`src/rtl/timepulse_pkg.sv`:
```
// Shared types and constants for the time-pulse monitor family.
package timepulse_pkg;

  // Monitor tracking state.
  typedef enum logic [1:0] {
    SYNC  = 2'd0,
    TRACK = 2'd1,
    JAM   = 2'd2
  } tp_state_e;

  localparam int NUM_T            = 12;
  localparam int MAX_HOLD_DEFAULT = 64;

  localparam logic [3:0] TIDX_NONE  = 4'd0;
  localparam logic [3:0] TIDX_FIRST = 4'd1;
  localparam logic [3:0] TIDX_LAST  = 4'd12;

  // Index that legally follows idx on the T01..T12 ring.
  function automatic logic [3:0] tidx_succ(input logic [3:0] idx);
    logic [3:0] nxt;
    if (idx == TIDX_LAST) begin
      nxt = TIDX_FIRST;
    end else begin
      nxt = idx + 4'd1;
    end
    return nxt;
  endfunction

endpackage

```
`src/rtl/tp_onehot_decode.sv`:
```
// Maps twelve active-low time pulses to a 1..12 index; 0 means none or illegal.
module tp_onehot_decode
  import timepulse_pkg::*;
(
  input  logic [NUM_T-1:0] t_n,
  output logic [3:0]       tidx,
  output logic             illegal
);

  logic [3:0] low_cnt_s;
  logic [3:0] raw_idx_s;

  // Count low pulses and remember the (highest) low position.
  always_comb begin
    low_cnt_s = 4'd0;
    raw_idx_s = TIDX_NONE;
    for (int k = 0; k < NUM_T; k++) begin
      if (t_n[k] == 1'b0) begin
        low_cnt_s = low_cnt_s + 4'd1;
        raw_idx_s = 4'(k + 1);
      end else begin
        low_cnt_s = low_cnt_s;
      end
    end
  end

  // Only a single low pulse yields a usable index.
  always_comb begin
    if (low_cnt_s > 4'd1) begin
      tidx    = TIDX_NONE;
      illegal = 1'b1;
    end else begin
      tidx    = raw_idx_s;
      illegal = 1'b0;
    end
  end

endmodule

```
`src/rtl/timepulse_monitor.sv`:
```
// Consumer-side checker for the timer's time-pulse ring: locks on T01,
// counts completed memory-cycle times and raises sticky alarms.
module timepulse_monitor
  import timepulse_pkg::*;
#(
  parameter int MAX_HOLD = MAX_HOLD_DEFAULT,
  parameter int CNT_W    = 16
) (
  input  logic             SIM_CLK,
  input  logic             SIM_RST,
  input  logic [NUM_T-1:0] T_n,
  input  logic             GOJAM,
  input  logic             STOP,
  input  logic             ERR_CLR,
  output logic [3:0]       TIDX,
  output logic             NEWT,
  output logic             LOCKED,
  output logic [CNT_W-1:0] MCT_CNT,
  output logic             SEQ_ERR,
  output logic             CODE_ERR,
  output logic             STALL_ERR
);

  localparam int                HOLD_W   = $clog2(MAX_HOLD + 1);
  localparam logic [HOLD_W-1:0] HOLD_LIM = HOLD_W'(MAX_HOLD);
  localparam logic [HOLD_W-1:0] HOLD_ONE = HOLD_W'(1);
  localparam logic [HOLD_W-1:0] HOLD_ZERO = HOLD_W'(0);
  localparam logic [CNT_W-1:0]  MCT_ONE  = CNT_W'(1);

  logic [NUM_T-1:0]  t_n_r;
  logic              gojam_r, stop_r;
  logic [3:0]        idx_s;
  logic              illegal_s;

  tp_state_e         state_r, state_nxt_s;
  logic [3:0]        prev_r, prev_nxt_s;
  logic [HOLD_W-1:0] hold_r, hold_nxt_s, hold_inc_s;
  logic              gap_r, gap_nxt_s;
  logic              step_s, wrap_s, seq_s, code_s, stall_s;

  logic [3:0]        tidx_r;
  logic              newt_r, locked_r;
  logic [CNT_W-1:0]  mct_r, mct_nxt_s;
  logic              seq_err_r, code_err_r, stall_err_r;
  logic              seq_err_nxt_s, code_err_nxt_s, stall_err_nxt_s;

  // Stage 1: sample the timer bus.
  always_ff @(posedge SIM_CLK) begin
    if (SIM_RST) begin
      t_n_r   <= {NUM_T{1'b1}};
      gojam_r <= 1'b0;
      stop_r  <= 1'b0;
    end else begin
      t_n_r   <= T_n;
      gojam_r <= GOJAM;
      stop_r  <= STOP;
    end
  end

  tp_onehot_decode u_decode (
    .t_n     (t_n_r),
    .tidx    (idx_s),
    .illegal (illegal_s)
  );

  assign hold_inc_s = stop_r ? hold_r : (hold_r + HOLD_ONE);

  // Next-state and tracking-event logic; a sampled GOJAM overrides all else.
  always_comb begin
    state_nxt_s = state_r;
    prev_nxt_s  = prev_r;
    hold_nxt_s  = hold_r;
    gap_nxt_s   = gap_r;
    step_s      = 1'b0;
    wrap_s      = 1'b0;
    seq_s       = 1'b0;
    code_s      = 1'b0;
    stall_s     = 1'b0;
    case (state_r)
      SYNC: begin
        if (gojam_r) begin
          state_nxt_s = JAM;
        end else if (idx_s == TIDX_FIRST) begin
          state_nxt_s = TRACK;
          prev_nxt_s  = TIDX_FIRST;
          hold_nxt_s  = HOLD_ZERO;
          gap_nxt_s   = 1'b0;
        end else begin
          state_nxt_s = SYNC;
        end
      end
      TRACK: begin
        if (gojam_r) begin
          state_nxt_s = JAM;
        end else if (illegal_s) begin
          code_s      = 1'b1;
          state_nxt_s = SYNC;
        end else if ((idx_s == TIDX_NONE) && gap_r) begin
          code_s      = 1'b1;
          state_nxt_s = SYNC;
        end else if ((idx_s == TIDX_NONE) || (idx_s == prev_r)) begin
          // Single gap cycles and repeats of the current pulse both age it.
          gap_nxt_s  = (idx_s == TIDX_NONE);
          hold_nxt_s = hold_inc_s;
          if (hold_inc_s == HOLD_LIM) begin
            stall_s     = 1'b1;
            state_nxt_s = SYNC;
          end else begin
            state_nxt_s = TRACK;
          end
        end else if (idx_s == tidx_succ(prev_r)) begin
          step_s     = 1'b1;
          wrap_s     = (prev_r == TIDX_LAST);
          prev_nxt_s = idx_s;
          hold_nxt_s = HOLD_ZERO;
          gap_nxt_s  = 1'b0;
        end else begin
          seq_s       = 1'b1;
          state_nxt_s = SYNC;
        end
      end
      JAM: begin
        code_s = (idx_s != TIDX_NONE) && (idx_s != TIDX_LAST);
        if (gojam_r) begin
          state_nxt_s = JAM;
        end else begin
          state_nxt_s = SYNC;
        end
      end
      default: begin
        state_nxt_s = SYNC;
      end
    endcase
  end

  // Output next values: counter, sticky flags (new errors beat ERR_CLR).
  always_comb begin
    mct_nxt_s       = wrap_s ? (mct_r + MCT_ONE) : mct_r;
    seq_err_nxt_s   = (ERR_CLR ? 1'b0 : seq_err_r)   | seq_s;
    code_err_nxt_s  = (ERR_CLR ? 1'b0 : code_err_r)  | code_s;
    stall_err_nxt_s = (ERR_CLR ? 1'b0 : stall_err_r) | stall_s;
  end

  // Stage 2: state, tracking context and registered outputs.
  always_ff @(posedge SIM_CLK) begin
    if (SIM_RST) begin
      state_r     <= SYNC;
      prev_r      <= TIDX_NONE;
      hold_r      <= HOLD_ZERO;
      gap_r       <= 1'b0;
      tidx_r      <= TIDX_NONE;
      newt_r      <= 1'b0;
      locked_r    <= 1'b0;
      mct_r       <= {CNT_W{1'b0}};
      seq_err_r   <= 1'b0;
      code_err_r  <= 1'b0;
      stall_err_r <= 1'b0;
    end else begin
      state_r     <= state_nxt_s;
      prev_r      <= prev_nxt_s;
      hold_r      <= hold_nxt_s;
      gap_r       <= gap_nxt_s;
      tidx_r      <= idx_s;
      newt_r      <= step_s;
      locked_r    <= (state_nxt_s == TRACK);
      mct_r       <= mct_nxt_s;
      seq_err_r   <= seq_err_nxt_s;
      code_err_r  <= code_err_nxt_s;
      stall_err_r <= stall_err_nxt_s;
    end
  end

  assign TIDX      = tidx_r;
  assign NEWT      = newt_r;
  assign LOCKED    = locked_r;
  assign MCT_CNT   = mct_r;
  assign SEQ_ERR   = seq_err_r;
  assign CODE_ERR  = code_err_r;
  assign STALL_ERR = stall_err_r;

endmodule

```
`config.mk`:
```
export PLATFORM = sky130hd
export DESIGN_NAME = timepulse_monitor
export DESIGN_NICKNAME = d
export VERILOG_FILES = /design/src/rtl/timepulse_pkg.sv /design/src/rtl/tp_onehot_decode.sv /design/src/rtl/timepulse_monitor.sv
export SDC_FILE = /design/constraint.sdc
export NUM_CORES = 1
export LEC_CHECK = 0
export BUFFER_PORTS_ARGS = -buffer_cell sky130_fd_sc_hd__buf_2
export CORE_ASPECT_RATIO = 1.5
export CORE_MARGIN = 2
export CORE_UTILIZATION = 45
export DETAILED_ROUTE_END_ITERATION = 12
export PLACE_DENSITY_LB_ADDON = 0.05
export SKIP_CTS_REPAIR_TIMING = 1
export SLEW_MARGIN = 40
export SYNTH_ARGS = -nofsm -noshare
export SYNTH_HDL_FRONTEND = slang
export SYNTH_SLANG_ARGS = --single-unit
```
`constraint.sdc`:
```
create_clock -name SIM_CLK -period 8.75 [get_ports SIM_CLK]
set_input_delay 1.75 -clock SIM_CLK [delete_from_list [all_inputs] [get_ports SIM_CLK]]
set_output_delay 1.75 -clock SIM_CLK [all_outputs]
set_load 0.05 [all_outputs]
```
# [Word level (Yosys, flattened, before mapping)]
# Cells that the tools add are included.
[classes] addsub=14 order_cmp=1 n_eq_ne=17 mux=92 n_bitwise=4 n_reduce_logical=10
[ops] operator="two-way mux 4 bit" count=30
[ops] operator="two-way mux 7 bit" count=8
[ops] operator="adder 4 x 1 -> 4 bit (second input constant)" count=11
[ops] operator="two-way mux 1 bit" count=36
[ops] operator="two-way mux 2 bit" count=9
[ops] operator="adder 16 x 1 -> 16 bit (second input constant)" count=1
[ops] operator="inequality test 2 bit (second input constant)" count=7
[ops] operator="one-hot mux 7 bit (2 select lines)" count=1
[ops] operator="two-way mux 3 bit" count=4
[ops] operator="equality test 4 bit" count=2
[ops] operator="one-hot mux 4 bit (2 select lines)" count=1
[ops] operator="AND reduction 8 bit" count=1
[ops] operator="adder 7 x 1 -> 7 bit (second input constant)" count=1
[ops] operator="equality test 7 bit (second input constant)" count=1
[ops] operator="AND reduction 7 bit" count=1
[ops] operator="one-hot mux 2 bit (3 select lines)" count=1
[ops] operator="OR reduction 6 bit" count=1
[ops] operator="equality test 2 x 1 -> 1 bit (second input constant)" count=2
[ops] operator="equality test 4 x 1 -> 1 bit (second input constant)" count=1
[ops] operator="equality test 4 bit (second input constant)" count=1
[ops] operator="greater-than comparator 4 x 1 -> 1 bit (second input constant)" count=1
[ops] operator="zero test 4 bit" count=1
[ops] operator="inequality test 4 bit (second input constant)" count=1
[ops] operator="one-hot mux 1 bit (2 select lines)" count=2
[ops] operator="10 further kinds" count=13
[word_totals] register_bits=53 in_bits=17 out_inout_bits=25 wordCells=152

# [Depth between registers and ports, before layout]
[logic_depth] ltp_word=40 depth_mapped=38 depth_no_buf=37

# [Hierarchy]
# Synthesis repeated with hierarchy kept, for this count alone.
[hier_totals] hier_cells=476 hier_area_um2=4252.8
[by_module_without_submodules] module="timepulse_monitor" n_inst=1 cells_per_inst=289 area_per_inst_um2=2730.1 seq_area_each_um2=1061.0
[by_module_without_submodules] module="tp_onehot_decode" n_inst=1 cells_per_inst=187 area_per_inst_um2=1522.7 seq_area_each_um2=0.0

# [Worst setup path before layout]
# Ideal clock, no wire load.
[synth_path] path_type="register -> register" from="register t_n_r[1]" to="register mct_r[15], in the netlist MCT_CNT[15]" setup_ns=0.121 arrival_ns=7.626 t_required_ns=8.629 path_slack_ns=1.003 path_stages_with_launch=37 n_path_buf=1 period_less_slack_ns=7.747 path_cell_list="dfxtp_1 -> inv_1 -> ha_1 -> buf_4 -> xnor2_4 -> ha_1 -> xnor2_1 -> o21ai_0 -> xor2_1 -> nor2_1 -> a21oi_1 -> ha_1 -> nor2b_1 -> a311o_1 -> xnor2_1 -> nor2_1 -> a211oi_1 -> inv_1 -> ha_1 -> xor2_1 -> or3_1 -> o221ai_1 -> ha_1 -> nor2_1 -> a31o_2 -> inv_1 -> ha_1 -> xor3_1 -> a32oi_1 -> or2_1 -> a211oi_2 -> nor3_2 -> or3_1 -> a211oi_2 -> nand4_2 -> or3_1 -> mux2_4"
[synth_between] elab_chain_cells=30 word_cells_on_any_way=46 classes_between="10 x add/sub; 1 x order compare; 2 x eq/ne; 30 x mux; 3 x reduce/logical"
[synth_lines] element="from (decl)" line_no="timepulse_monitor.sv:30" source="logic [NUM_T-1:0] t_n_r;"
[synth_lines] element="from (signal assigned)" line_no="timepulse_monitor.sv:50" source="t_n_r <= {NUM_T{1'b1}};"
[synth_lines] element="from (signal assigned)" line_no="timepulse_monitor.sv:54" source="t_n_r <= T_n;"
[synth_lines] element="two-way mux 4 bit" line_no="tp_onehot_decode.sv:18" source="if (t_n[k] == 1'b0) begin"
[synth_lines] element="adder 4 x 1 -> 4 bit" line_no="tp_onehot_decode.sv:19" source="low_cnt_s = low_cnt_s + 4'd1;"
[synth_lines] element="two-way mux 4 bit" line_no="tp_onehot_decode.sv:18"
[synth_lines] element="adder 4 x 1 -> 4 bit" line_no="tp_onehot_decode.sv:19"
[synth_lines] element="two-way mux 4 bit" line_no="tp_onehot_decode.sv:18"
[synth_lines] element="adder 4 x 1 -> 4 bit" line_no="tp_onehot_decode.sv:19"
[synth_lines] element="two-way mux 4 bit" line_no="tp_onehot_decode.sv:18"
[synth_lines] element="adder 4 x 1 -> 4 bit" line_no="tp_onehot_decode.sv:19"
[synth_lines] element="[14 not listed]"
[synth_lines] element="two-way mux 4 bit" line_no="tp_onehot_decode.sv:29" source="if (low_cnt_s > 4'd1) begin"
[synth_lines] element="equality test 4 bit (tied with other cells)" line_no="timepulse_monitor.sv:111" source="end else if (idx_s == tidx_succ(prev_r)) begin"
[synth_lines] element="two-way mux 1 bit or logical OR 1 bit (tied branches)" line_no="timepulse_monitor.sv:111, timepulse_monitor.sv:101"
[synth_lines] element="two-way mux 1 bit" line_no="timepulse_monitor.sv:101" source="end else if ((idx_s == TIDX_NONE) || (idx_s == prev_r)) begin"
[synth_lines] element="two-way mux 1 bit" line_no="timepulse_monitor.sv:98" source="end else if ((idx_s == TIDX_NONE) && gap_r) begin"
[synth_lines] element="two-way mux 1 bit *" line_no="timepulse_monitor.sv:95" source="end else if (illegal_s) begin"
[synth_lines] element="two-way mux 1 bit *" line_no="timepulse_monitor.sv:93" source="if (gojam_r) begin"
[synth_lines] element="two-way mux 1 bit *" line_no="timepulse_monitor.sv:79" source="case (state_r)"
[synth_lines] element="to (signal assigned)" line_no="timepulse_monitor.sv:154" source="mct_r <= {CNT_W{1'b0}};"
[synth_lines] element="to (signal assigned)" line_no="timepulse_monitor.sv:166" source="mct_r <= mct_nxt_s;"
[synth_lines] element="to (decl)" line_no="timepulse_monitor.sv:43" source="logic [CNT_W-1:0] mct_r, mct_nxt_s;"
# Mark *: on every way between the ends. The rest lies on a longest branch, timed or not.
# A chain may end at the register's enable or synchronous reset.

# [Worst setup path in the final report]
[layout_path] from="register t_n_r[1]" to="register hold_r[4]"
[layout_between] elab_chain_cells=30 word_cells_on_any_way=51 classes_between="10 x add/sub; 1 x order compare; 7 x eq/ne; 29 x mux; 4 x reduce/logical"
[layout_lines] element="two-way mux 4 bit" line_no="tp_onehot_decode.sv:18"
[layout_lines] element="adder 4 x 1 -> 4 bit" line_no="tp_onehot_decode.sv:19"
[layout_lines] element="two-way mux 4 bit" line_no="tp_onehot_decode.sv:18"
[layout_lines] element="adder 4 x 1 -> 4 bit" line_no="tp_onehot_decode.sv:19"
[layout_lines] element="two-way mux 4 bit" line_no="tp_onehot_decode.sv:18"
[layout_lines] element="adder 4 x 1 -> 4 bit" line_no="tp_onehot_decode.sv:19"
[layout_lines] element="two-way mux 4 bit" line_no="tp_onehot_decode.sv:18"
[layout_lines] element="adder 4 x 1 -> 4 bit" line_no="tp_onehot_decode.sv:19"
[layout_lines] element="[14 not listed]"
[layout_lines] element="two-way mux 4 bit" line_no="tp_onehot_decode.sv:29"
[layout_lines] element="equality test 4 bit or zero test 4 bit (tied branches)" line_no="timepulse_monitor.sv:101, timepulse_monitor.sv:98"
[layout_lines] element="logical OR 1 bit" line_no="timepulse_monitor.sv:101"
[layout_lines] element="two-way mux 7 bit" line_no="timepulse_monitor.sv:101"
[layout_lines] element="two-way mux 7 bit" line_no="timepulse_monitor.sv:98"
[layout_lines] element="two-way mux 7 bit" line_no="timepulse_monitor.sv:95"
[layout_lines] element="two-way mux 7 bit" line_no="timepulse_monitor.sv:93"
[layout_lines] element="one-hot mux 7 bit (2 select lines)" line_no="timepulse_monitor.sv:79"
[layout_lines] element="to (signal assigned)" line_no="timepulse_monitor.sv:161" source="hold_r <= hold_nxt_s;"
[layout_lines] element="to (decl)" line_no="timepulse_monitor.sv:37" source="logic [HOLD_W-1:0] hold_r, hold_nxt_s, hold_inc_s;"
# Parallel ways exist; a longest one is shown, timed or not. The select of a mux whose other input is x is not followed.

==> results.cfg <==
[worst_setup_path]
slowest_stage = or4b_1
end_kind = flip-flop
crit_type = flip-flop to flip-flop
cp_common_cell = ha_1
r2r_end = hold_r[4]$_SDFFE_PP0P_
critPathArrivalTime_ps = 8390
max_stage_delay_ps = 550
cp-start-kind = flip-flop
critPathMaxFanout = 11
ff2ff_path_depth = 36
reg2reg_slack_ps = 600
r2r_start = t_n_r[1]$_SDFF_PP1_
required_ps = 8990

[synth]
yosysSeqAreaShare_pct = 25.58
syn_area_mm2 = 0.004148
synth_nets = 529
yosys.area.top_type = dfxtp_1
yosys-top-cells-count = dfxtp_1 (53), nor2_1 (43), nand2_1 (31)
yosysUniqueCellTypes = 83
async_flop_share_pct = 0
syn-instance-count = 490
synth_edf_count = 0
yosysMostFrequentCell = dfxtp_1
synth_top_area_share_pct = 25.58
synth_area_leaders = dfxtp_1 (26%), ha_1 (6.6%), nor2_1 (3.9%)
ys_warn_count = 0
syn_avg_cell_area_um2 = 8.465
synth-seq-cells = 53
ys.flop_type = dfxtp_1

[die]
initial_core_util_pct = 46.70
die_y_um = 121.6
die_w_um = 82.39
core_mm2 = 0.008881
dieArea_mm2 = 0.01002
fp-row-count = 42
io_pins = 42

[place]
io_buffers = 41
place_area_mm2 = 0.004441
place_congestion = 0.8796
dp_slack_ps = 269.2
dpl.hpwl_um = 7490

[min_path]
hold_start = hold_r[6]$_SDFFE_PP0P_
min_to = hold_r[6]$_SDFFE_PP0P_
hold_depth = 1
hp-class = flip-flop to flip-flop

[grt]
globalRouteOverflowTotal = 0
antenna_found_initial = 0
grtUsageMet1_pct = 24.87
grt_pass1_wl_um = 16420
first_global_vias = 3417
top_usage_layer = met2
met3_usage_pct = 2.593
use_met2_pct = 38.00
track_usage_pct = 20.89
grt_max_degree = 53

[clock_network]
insertion_delay_ps = 300
cts_buffers = 5
clk_pin_slew_worst_paths_ps = 70
clock_path_buffers = 2
htree_levels = 2
cts_tree = built
cts.sinks = 53
cts_root_buf = clkbuf_16

[route]
drcViolationCount = 0
viasPerCell = 5.649
drt_pass1_iterations = 4
drtAntennaViolNets = 0
routed_wirelength_um = 9690
post_drt_wl_per_cell_um = 15.24
drt_iter0_drc = 101
num_vias = 3593

[power]
p_leak_nw = 2.042
clkPwrFrac_pct = 27.9
swShare_pct = 36.66
power_mw = 0.8319
switching_power_mw = 0.3050
intPower_mw = 0.5269
p_seq_share_pct = 31.1
ir_drop_mv = 0.08690
power_frac_comb_pct = 41.0
powerDensity_mw_per_mm2 = 179.0

[layout]
diodes = 0
fillers = 853
final_nets = 564
drive_gt1_share_pct = 19.39
final_area_mm2 = 0.004648
syn2layout_area_growth_pct = 12.07

[timing]
final-hold-violation-count = 0
setup_viol = 0
fmax_mhz = 122.7
worst_slack_ps = 599.2
post-route-period-util_pct = 93.15
finClkSkew_ps = 5.544
slew_headroom_pct = 53.05
tns_ps = 0
drv_slew = 0
min_period_ps = 8151
worst_slew_pin_slew_ps = 704.3

[outcome]
status = finished, final reports clean

[run]
maxCapViolCount = 0
worst max-delay path by stage:
stage                        startpoint                  endpoint  slack, ps  cells past startpoint
finish              t_n_r[1]$_SDFF_PP1_    hold_r[4]$_SDFFE_PP0P_        600                     36
global route        t_n_r[1]$_SDFF_PP1_   MCT_CNT[8]$_SDFFE_PP0P_        -20                     36
CTS                 t_n_r[1]$_SDFF_PP1_  MCT_CNT[15]$_SDFFE_PP0P_        260                     35
detailed placement  t_n_r[1]$_SDFF_PP1_  MCT_CNT[15]$_SDFFE_PP0P_        270                     35
global placement    t_n_r[1]$_SDFF_PP1_    prev_r[1]$_SDFFE_PP0P_        510                     36
floorplan           t_n_r[1]$_SDFF_PP1_  MCT_CNT[15]$_SDFFE_PP0P_       1000                     36
area by class of cell:
| cell class | instances | area, µm² | area share (%) |
|---|---|---|---|
| clock inverters | 3 | 43.79 | 0.9421 |
| clock buffers | 5 | 125.1 | 2.692 |
| well taps | 110 | 137.6 | 2.961 |
| inverters | 22 | 82.58 | 1.777 |
| multi-input cells | 398 | 2959 | 63.66 |
| repair buffers | 45 | 237.7 | 5.114 |
| flip-flops and latches | 53 | 1062 | 22.85 |
layout by cell type (no fill, tap or decap), types with 4 or more instances in the layout:
master      n
nand3_1    13
nor2b_1    22
o21ai_0    26
xnor2_1    17
and3_1      8
nand2_1    31
xor2_1     14
ha_1       21
nor2_1     43
clkbuf_16   5
a211o_1     5
nand4_1     5
mux2i_1     4
buf_4       5
o21a_1      4
or4_1       6
a21oi_1    24
and2_1      5
buf_2      40
or2_2      13
dfxtp_1    52
nor3_1     16
nor3b_1     5
inv_1      21
nand2b_1   10
nor4b_1     4
or3_1      10
metrics by stage:
step	utilization, %	cells	hold WS [ps]
2_1_floorplan	-	490	440.7
3_3_place_gp	49.97	627	451.4
3_5_place_dp	50.00	627	458.6
4_1_cts	51.90	635	476.1
5_1_grt	52.34	636	505.3
6_report	52.34	636	471.2
power by group through the flow:
stage               sequential, mW  clock, mW  combinational [mW]
floorplan                    0.271          0               0.259
global placement             0.265          0               0.326
detailed placement           0.265          0               0.329
CTS                          0.259      0.238               0.332
global route                 0.261      0.247               0.375
finish                       0.259      0.232               0.341
logic make-up (layout without fill, tap and decap cells):
group,count (synthesis),after routing,synth area share [%]
AOI/OAI and AO/OA,108,108,18.85
xor gates and xnor gates,44,44,12.94
adders and majority gates,22,22,6.636
buffers and inverters,39,75,3.801
DFF,53,53,25.58
muxes,7,7,1.870
and+or+nand+nor,217,217,30.32
critical path, delay by kind of cell (launching register included):
family                   cells  cell delay [ps]
AO/OA/AOI/OAI               13             2700
flip-flops                   1              390
XOR/XNOR                     6             1250
AND/OR/NAND/NOR              7             1590
adder cells (fa/ha/maj)      6             1770
buffers and inverters        4              410
state kept, by name, indices dropped and copies added, names as in the netlist, 2 cells and up:
signal and flops:
MCT_CNT 16, t_n_r 12, hold_r 7, state_r 2
prev_r 4, TIDX 4
per-layer routing:
layer  wire [µm]  vias up
li1            -     1829
met1        4087     1702
met2        5175       54
met3         255        8
met4         172        0
met5           0        -
(Power assumes the default switching activity.)
